<file path="src/rtl/cdb_arbiter.sv">
// -----------------------------------------------------------------------------
// cdb_arbiter
//
// Purpose:
//   Arbitrates NUM_REQ execution units (channel 0 = ALU, channel 1 = LS, ...)
//   for the single common-data-bus writeback slot. The winner is chosen
//   combinationally in the request cycle; its payload and index are registered
//   onto the CDB at the end of that cycle. Losers see stall and must hold their
//   request and payload stable; nothing is buffered here.
//
// Optional feature:
//   CDB_STARVE_GUARD_EN - when defined, every channel gets a saturating 4-bit
//   wait counter. A requesting channel whose counter equals STARVE_LIMIT is
//   urgent and beats every non-urgent channel. When undefined, the arbiter is
//   pure fixed priority and STARVE_LIMIT has no effect.
//
// Ports:
//   clk       in   system clock, rising-edge active
//   rst       in   synchronous, active-high reset
//   req       in   [NUM_REQ]         per-unit "result ready" request
//   req_data  in   [NUM_REQ*DATA_W]  packed payloads, channel i at [i*DATA_W +: DATA_W]
//   cdb_hold  in   downstream cannot accept a CDB write this cycle
//   grant     out  [NUM_REQ]  one-hot (or zero) combinational grant
//   stall     out  [NUM_REQ]  combinational, req & ~grant
//   cdb_valid out  registered CDB valid
//   cdb_data  out  [DATA_W]   registered winning payload
//   cdb_src   out  [SRC_W]    registered winning channel index
// -----------------------------------------------------------------------------
module cdb_arbiter #(
    parameter int NUM_REQ      = 4,
    parameter int DATA_W       = 32,
    parameter int SRC_W        = 2,
    parameter int STARVE_LIMIT = 7
) (
    input  logic                      clk,
    input  logic                      rst,
    input  logic [NUM_REQ-1:0]        req,
    input  logic [NUM_REQ*DATA_W-1:0] req_data,
    input  logic                      cdb_hold,
    output logic [NUM_REQ-1:0]        grant,
    output logic [NUM_REQ-1:0]        stall,
    output logic                      cdb_valid,
    output logic [DATA_W-1:0]         cdb_data,
    output logic [SRC_W-1:0]          cdb_src
);

    // Elaboration-time parameter sanity checks.
    if (NUM_REQ < 2 || NUM_REQ > 8) begin : g_bad_num_req
        $error("cdb_arbiter: NUM_REQ must be in 2..8");
    end
    if (SRC_W < $clog2(NUM_REQ)) begin : g_bad_src_w
        $error("cdb_arbiter: SRC_W too narrow for NUM_REQ");
    end
    if (STARVE_LIMIT < 1 || STARVE_LIMIT > 15) begin : g_bad_limit
        $error("cdb_arbiter: STARVE_LIMIT must be in 1..15");
    end

    // Channels eligible for the fixed-priority scan this cycle.
    logic [NUM_REQ-1:0] w_cand;
    logic [NUM_REQ-1:0] w_grant;
    logic [SRC_W-1:0]   w_win_idx;
    logic [DATA_W-1:0]  w_win_data;

    logic               r_cdb_valid;
    logic [DATA_W-1:0]  r_cdb_data;
    logic [SRC_W-1:0]   r_cdb_src;

`ifdef CDB_STARVE_GUARD_EN
    logic [3:0]         r_wait [NUM_REQ];
    logic [NUM_REQ-1:0] w_urgent;

    // Urgency is qualified with req so a channel that drops its request while
    // its counter still sits at the limit can never be granted.
    always_comb begin : p_urgent
        w_urgent = '0;
        for (int i = 0; i < NUM_REQ; i++) begin
            w_urgent[i] = req[i] && (r_wait[i] == 4'(STARVE_LIMIT));
        end
    end

    // Any urgent channel pre-empts the normal set; lowest index still decides.
    assign w_cand = (|w_urgent) ? w_urgent : req;

    // Wait counters freeze entirely while the CDB is held, otherwise count
    // lost arbitration rounds and clear on grant or when the request drops.
    always_ff @(posedge clk) begin : p_wait
        if (rst) begin
            for (int i = 0; i < NUM_REQ; i++) begin
                r_wait[i] <= '0;
            end
        end else if (!cdb_hold) begin
            for (int i = 0; i < NUM_REQ; i++) begin
                if (req[i] && !w_grant[i]) begin
                    if (r_wait[i] != 4'hF) begin
                        r_wait[i] <= r_wait[i] + 4'd1;
                    end
                end else begin
                    r_wait[i] <= '0;
                end
            end
        end
    end
`else
    assign w_cand = req;
`endif

    // Fixed-priority pick: scan from the top down so the lowest asserted
    // index is the last writer and therefore the winner.
    always_comb begin : p_pick
        // NOTE: every output of a combinational block gets a default up front;
        // a path that skips an assignment would otherwise infer a latch.
        w_grant    = '0;
        w_win_idx  = '0;
        w_win_data = '0;
        if (!cdb_hold) begin
            for (int i = NUM_REQ - 1; i >= 0; i--) begin
                if (w_cand[i]) begin
                    w_grant    = '0;
                    w_grant[i] = 1'b1;
                    w_win_idx  = SRC_W'(i);
                    w_win_data = req_data[i*DATA_W +: DATA_W];
                end
            end
        end
    end

    // CDB register: hold freezes everything so a pending write survives until
    // accepted; an idle cycle only drops valid and keeps the last payload.
    always_ff @(posedge clk) begin : p_cdb
        // NOTE: the payload and index are reset along with valid because the
        // downstream consumers expect a defined CDB image out of reset, not X.
        if (rst) begin
            // NOTE: state registers use non-blocking assignments so every flop
            // samples pre-edge values regardless of statement order.
            r_cdb_valid <= 1'b0;
            r_cdb_data  <= '0;
            r_cdb_src   <= '0;
        end else if (!cdb_hold) begin
            if (|w_grant) begin
                r_cdb_valid <= 1'b1;
                r_cdb_data  <= w_win_data;
                r_cdb_src   <= w_win_idx;
            end else begin
                r_cdb_valid <= 1'b0;
            end
        end
    end

    assign grant     = w_grant;
    assign stall     = req & ~w_grant;
    assign cdb_valid = r_cdb_valid;
    assign cdb_data  = r_cdb_data;
    assign cdb_src   = r_cdb_src;

endmodule

</file>
<file path="config.mk">
export PLATFORM = sky130hd
export DESIGN_NAME = cdb_arbiter
export DESIGN_NICKNAME = d
export VERILOG_FILES = /design/src/rtl/cdb_arbiter.sv
export SDC_FILE = /design/constraint.sdc
export NUM_CORES = 1
export LEC_CHECK = 0
export CORE_ASPECT_RATIO = 1.5
export CORE_UTILIZATION = 34
export DETAILED_ROUTE_END_ITERATION = 8
export HOLD_SLACK_MARGIN = 0.05
export MAX_ROUTING_LAYER = met4
export PLACE_DENSITY = 0.93
export SLEW_MARGIN = 20
export SYNTH_ARGS = -nofsm -noshare
export SYNTH_HDL_FRONTEND = slang
export SYNTH_SLANG_ARGS = --single-unit
</file>
<file path="constraint.sdc">
create_clock -name clk -period 3.3 [get_ports clk]
set_input_delay 0.33 -clock clk [delete_from_list [all_inputs] [get_ports clk]]
set_output_delay 0.33 -clock clk [all_outputs]
set_load 0.01 [all_outputs]
</file>
* Yosys cells after proc, flatten, opt, wreduce, memory -nomap -nowiden
Index checks and enable logic that the tools add are counted.
** Operators by class
- Multiplexer cells :: 14
- Bitwise logic cells :: 3
- Reductions and logical operators :: 2
** Operator list (number)
- two-way mux 32 bit :: 4
- two-way mux 4 bit :: 5
- two-way mux 2 bit :: 4
- bitwise AND 4 bit :: 1
- NOT 4 bit :: 1
- OR reduction 4 bit :: 1
- AND reduction 2 bit :: 1
- two-way mux 1 bit :: 1
- NOT 1 bit :: 1
** Word-level totals
- Flip-flop bits (word level) :: 35
- Output and inout port bits :: 43
- Logic and storage cells :: 22

* Depth between registers and ports, before layout
- Depth after elaboration :: 7
- Depth in mapped cells :: 6

* Worst setup path before layout
No wires, ideal clock.
- Path kind :: input -> register
- From :: input port req[1]
- To :: register r_cdb_data[0], in the netlist cdb_data[0]
- Data arrival time :: 1.404 ns
- Required time :: 3.183 ns
- Slack :: 1.779 ns
- Stages :: 6
- Path buffers :: 3
- Cells stage by stage :: buf_6 > or2_1 > buf_2 > buf_2 > a221o_1 > a32o_1
** On the way
- Longest elaborated chain between the ends :: 5
- Elaborated cells on any way between the ends :: 7
- Classes of those cells :: mux: 5; reduce/logical: 2
** Ends and longest elaborated chain
- start, declared :: RTL line 37 : input logic [NUM_REQ-1:0] req,
- two-way mux 4 bit (2 in a row) :: RTL line 117 : if (w_cand[i]) begin
- two-way mux 4 bit :: RTL line 115 : if (!cdb_hold) begin
- OR reduction 4 bit :: RTL line 139 : if (|w_grant) begin
- AND reduction 2 bit (no source line)
- end signal, assigned :: RTL line 141 : r_cdb_data <= w_win_data;
- end, declared :: RTL line 65 : logic [DATA_W-1:0] r_cdb_data;
Several ways; a longest one is shown, not always the timed one.
A chain may end at the register's enable or synchronous reset.

* Final worst setup path
- From :: input port req[0]
- To :: output port grant[1]
** On the way
- Longest elaborated chain between the ends :: 2
** Ends and longest elaborated chain
- two-way mux 4 bit :: RTL line 117
- two-way mux 4 bit :: RTL line 115
- end, declared :: RTL line 40 : output logic [NUM_REQ-1:0] grant,
No other way between the ends.

==> metrics.csv <==
stage,metric,value,unit
detailed_routing,DRT antenna net count,0,
logic_synthesis,Syn Area/Cell,10.9,um2
setup_path,CP Data Required Time,2970,ps
worst_hold_path,Hold Crit Start,cdb_valid$_SDFFE_PP0N_,
detailed_routing,routed via count,2410,
clock_tree,clk_lat worst skew,280,ps
logic_synthesis,Post-Synth Adder-Cell Area,0,%
clock_tree,clock tree sinks,35,
floorplan,row cnt,34,
logic_synthesis,Syn Nets,323,
detailed_routing,drt via density,5.67,
logic_synthesis,post-synthesis xor/xnor area fraction,0,%
setup_path,CP dominant cell by count,clkdlybuf4s50_1,
sta,max_slew headroom,53.4,%
global_route,gr usage total,25.4,%
floorplan,io pins,178,
clock_tree,"Hold-fix buffers, CTS",0,
logic_synthesis,sequential-to-total area share from yosys stat,34.2,%
logic_synthesis,Synth Register Bits,35,
logic_synthesis,Post-Synth Simple-Gate Area,5.62,%
cells_and_area,Finished Layout Cells,425,
logic_synthesis,Synth Cell Area,0.00205,mm2
cells_and_area,fraction of layout instances using a drive strength above 1,4.82,%
power,worst IR drop on VDD,0.000222,V
sta,Max Slew Vio Count,0,
logic_synthesis,mux share of post-synthesis cell area,0,%
placed_design,GP Congestion,0.844,
setup_path,WP data arrival,2260,ps
clock_tree,htree depth,2,
sta,setup total negative slack,0,ps
floorplan,DIE WIDTH,65.4,um
clock_tree,clk slew on worst S/H paths,70,ps
setup_path,WP buf/inv,3,
clock_tree,post-CTS setup buffer count,0,
clock_tree,CTS max path bufs,2,
sta,RSZ-0062 raised after global routing,no,
setup_path,crit-path max cell delay,590,ps
detailed_routing,Residual DRC,0,
cells_and_area,Synth-to-Final Area Change,85.5,%
sta,final setup vio count,0,
placed_design,port bufs,177,
setup_path,critical-path maximum fanout,19,
setup_path,CP Launch Type,input port,
placed_design,DP Wirelength,5980,um
setup_path,reg2reg start,cdb_src[0]$_SDFFE_PP0P_,
sta,post-route clock period utilization,78.5,%
floorplan,Chip Height,97.1,um
logic_synthesis,synth warn,0,
setup_path,Top delay family on crit path,buffers and inverters,
setup_path,Setup crit start,req[0],
placed_design,Placed Cells,417,
setup_path,critical path class,in2out,
floorplan,core area,0.00579,mm2
clock_tree,TritonCTS buffer count,5,
global_route,pin count of the biggest net entering global routing,37,
sta,Peak Freq,386,MHz
sta,Fin Clk Skew,0,ps
global_route,initial antenna violation count,0,
logic_synthesis,Synth Area in Compound Gates,47.9,%
flow_run,MaxCap Viol Count,0,
cells_and_area,Final nets,487,
clock_tree,Root Buffer,clkbuf_8,
detailed_routing,initial drt markers,85,
global_route,global route total overflow,0,
clock_tree,TritonCTS clock tree,yes,
status,status,completed,
sta,crit path time final,2590,ps
clock_tree,post-cts sizing count,0,
global_route,first-pass GRT wire length,12100,um
sta,final hold violations,0,
logic_synthesis,combinational family with the most area after synthesis,compound AO/OA/AOI/OAI gates,
detailed_routing,final WL,8020,um
sta,slew at the pin closest to its max-slew limit,699,ps
floorplan,die area,0.00635,mm2
logic_synthesis,distinct cell type count after synthesis,29,
detailed_routing,DR WL/cell,18.9,um
power,Static Leak,0.00134,uW
setup_path,"Max stage delay cell, worst path",clkdlybuf4s50_1,
logic_synthesis,Post-Syn Instances,188,
global_route,vias in the first global route,2478,
cells_and_area,"commonest cells after routing, fill and taps aside","clkdlybuf4s50_1, dfxtp_1, a221o_1, a32o_1, o22a_1",
power,power density over the cells,313,mW/mm2
floorplan,initial core utilization,35.4,%
worst_hold_path,HP Class,reg2reg,
detailed_routing,number of iterations in the first detailed-routing pass,4,
setup_path,crit-path cells,"clkdlybuf4s50_1, clkinv_1, and3_1, clkdlybuf4s50_1",
setup_path,CP endpoint kind,output port,
cells_and_area,Antenna Cells,0,
cells_and_area,"most common cell after layout, fill and taps aside",clkdlybuf4s50_1,
## synth_stat cells
cell type       instances  area, um2
dlygate4sd1_1           4       35.0
dfxtp_1                35        701
or4_4                   1       11.3
clkbuf_1                1       3.75
a21oi_1                 2       10.0
buf_6                  11        124
a32o_1                 32        320
nor2b_1                 2       12.5
buf_2                   6       30.0
a2bb2oi_1               1       8.76
buf_4                   1       7.51
a21oi_4                 1       16.3
inv_1                   3       11.3
and2_1                  2       12.5
a221o_1                32        320
and3_1                  1       6.26
nand2_1                 2       7.51
a221oi_1                1       8.76
o21a_1                  2       15.0
clkinv_1                1       3.75
o21ai_0                 2       10.0
nand2b_1                1       6.26
or2_1                   1       6.26
nor3_1                  1       5.00
nor3b_4                 1       18.8
dlymetal6s2s_1          3       37.5
o22a_1                 31        272
nor2_1                  6       22.5
nor4_1                  1       6.26
## stage by stage
stage	utilization [%]	instance area, um2	hold WS, ps	total power (uW)	setup WS, ps
after floorplan	-	2050	399	642	1780
after global placement	64.3	3720	446	887	749
after detailed placement	64.3	3720	454	897	715
after CTS	65.7	3800	464	1200	711
after global routing	65.7	3800	490	1240	544
final	65.7	3800	463	1190	708
## power breakdown
group / leakage (uW) / internal [uW] / total, uW / switching, uW
registers: 0.000289 / 456 / 473 / 17.4
clock network: 0.0000422 / 148 / 300 / 152
logic: 0.00100 / 271 / 416 / 145
## state kept, by name, indices dropped and copies added, names as in the netlist
signal	cells
cdb_valid	1
cdb_src	2
cdb_data	32
## logic make-up after synthesis
logic type,count (synthesis)
buf+inv,30
compound gates,104
flops,35
simple gates,19
## tightest hold or removal path: cells and delay by family, from the launching register on
family          cells  cell delay (ps)
simple gates        1               50
compound gates      1               50
flops               1              310
## final timing paths
path / cells after the start / endpoint / slack [ps]
max: 4 / grant[1] / 710
min: 2 / cdb_valid$_SDFFE_PP0N_ / 460
min reg2reg: 2 / cdb_valid$_SDFFE_PP0N_ / 460
max reg2reg: 2 / cdb_src[0]$_SDFFE_PP0P_ / 2520
## layer usage
metal  GRT usage, %  part of all wire [%]
met2           46.9                    54
met5              -                     0
met3           4.23                   5.1
met1           25.5                    38
met4           9.70                   2.5
## cell type report
cell class | instances | area, um2
Clock buffer | 7 | 76.3
Clock inverter | 1 | 5.00
Fill cell | 487 | 1980
Inverter | 4 | 15.0
Multi-Input combinational cell | 123 | 1100
Sequential cell | 35 | 701
Tap cell | 72 | 90.1
Timing Repair Buffer | 183 | 1820
Note: power is estimated with default switching activity, not from simulation.
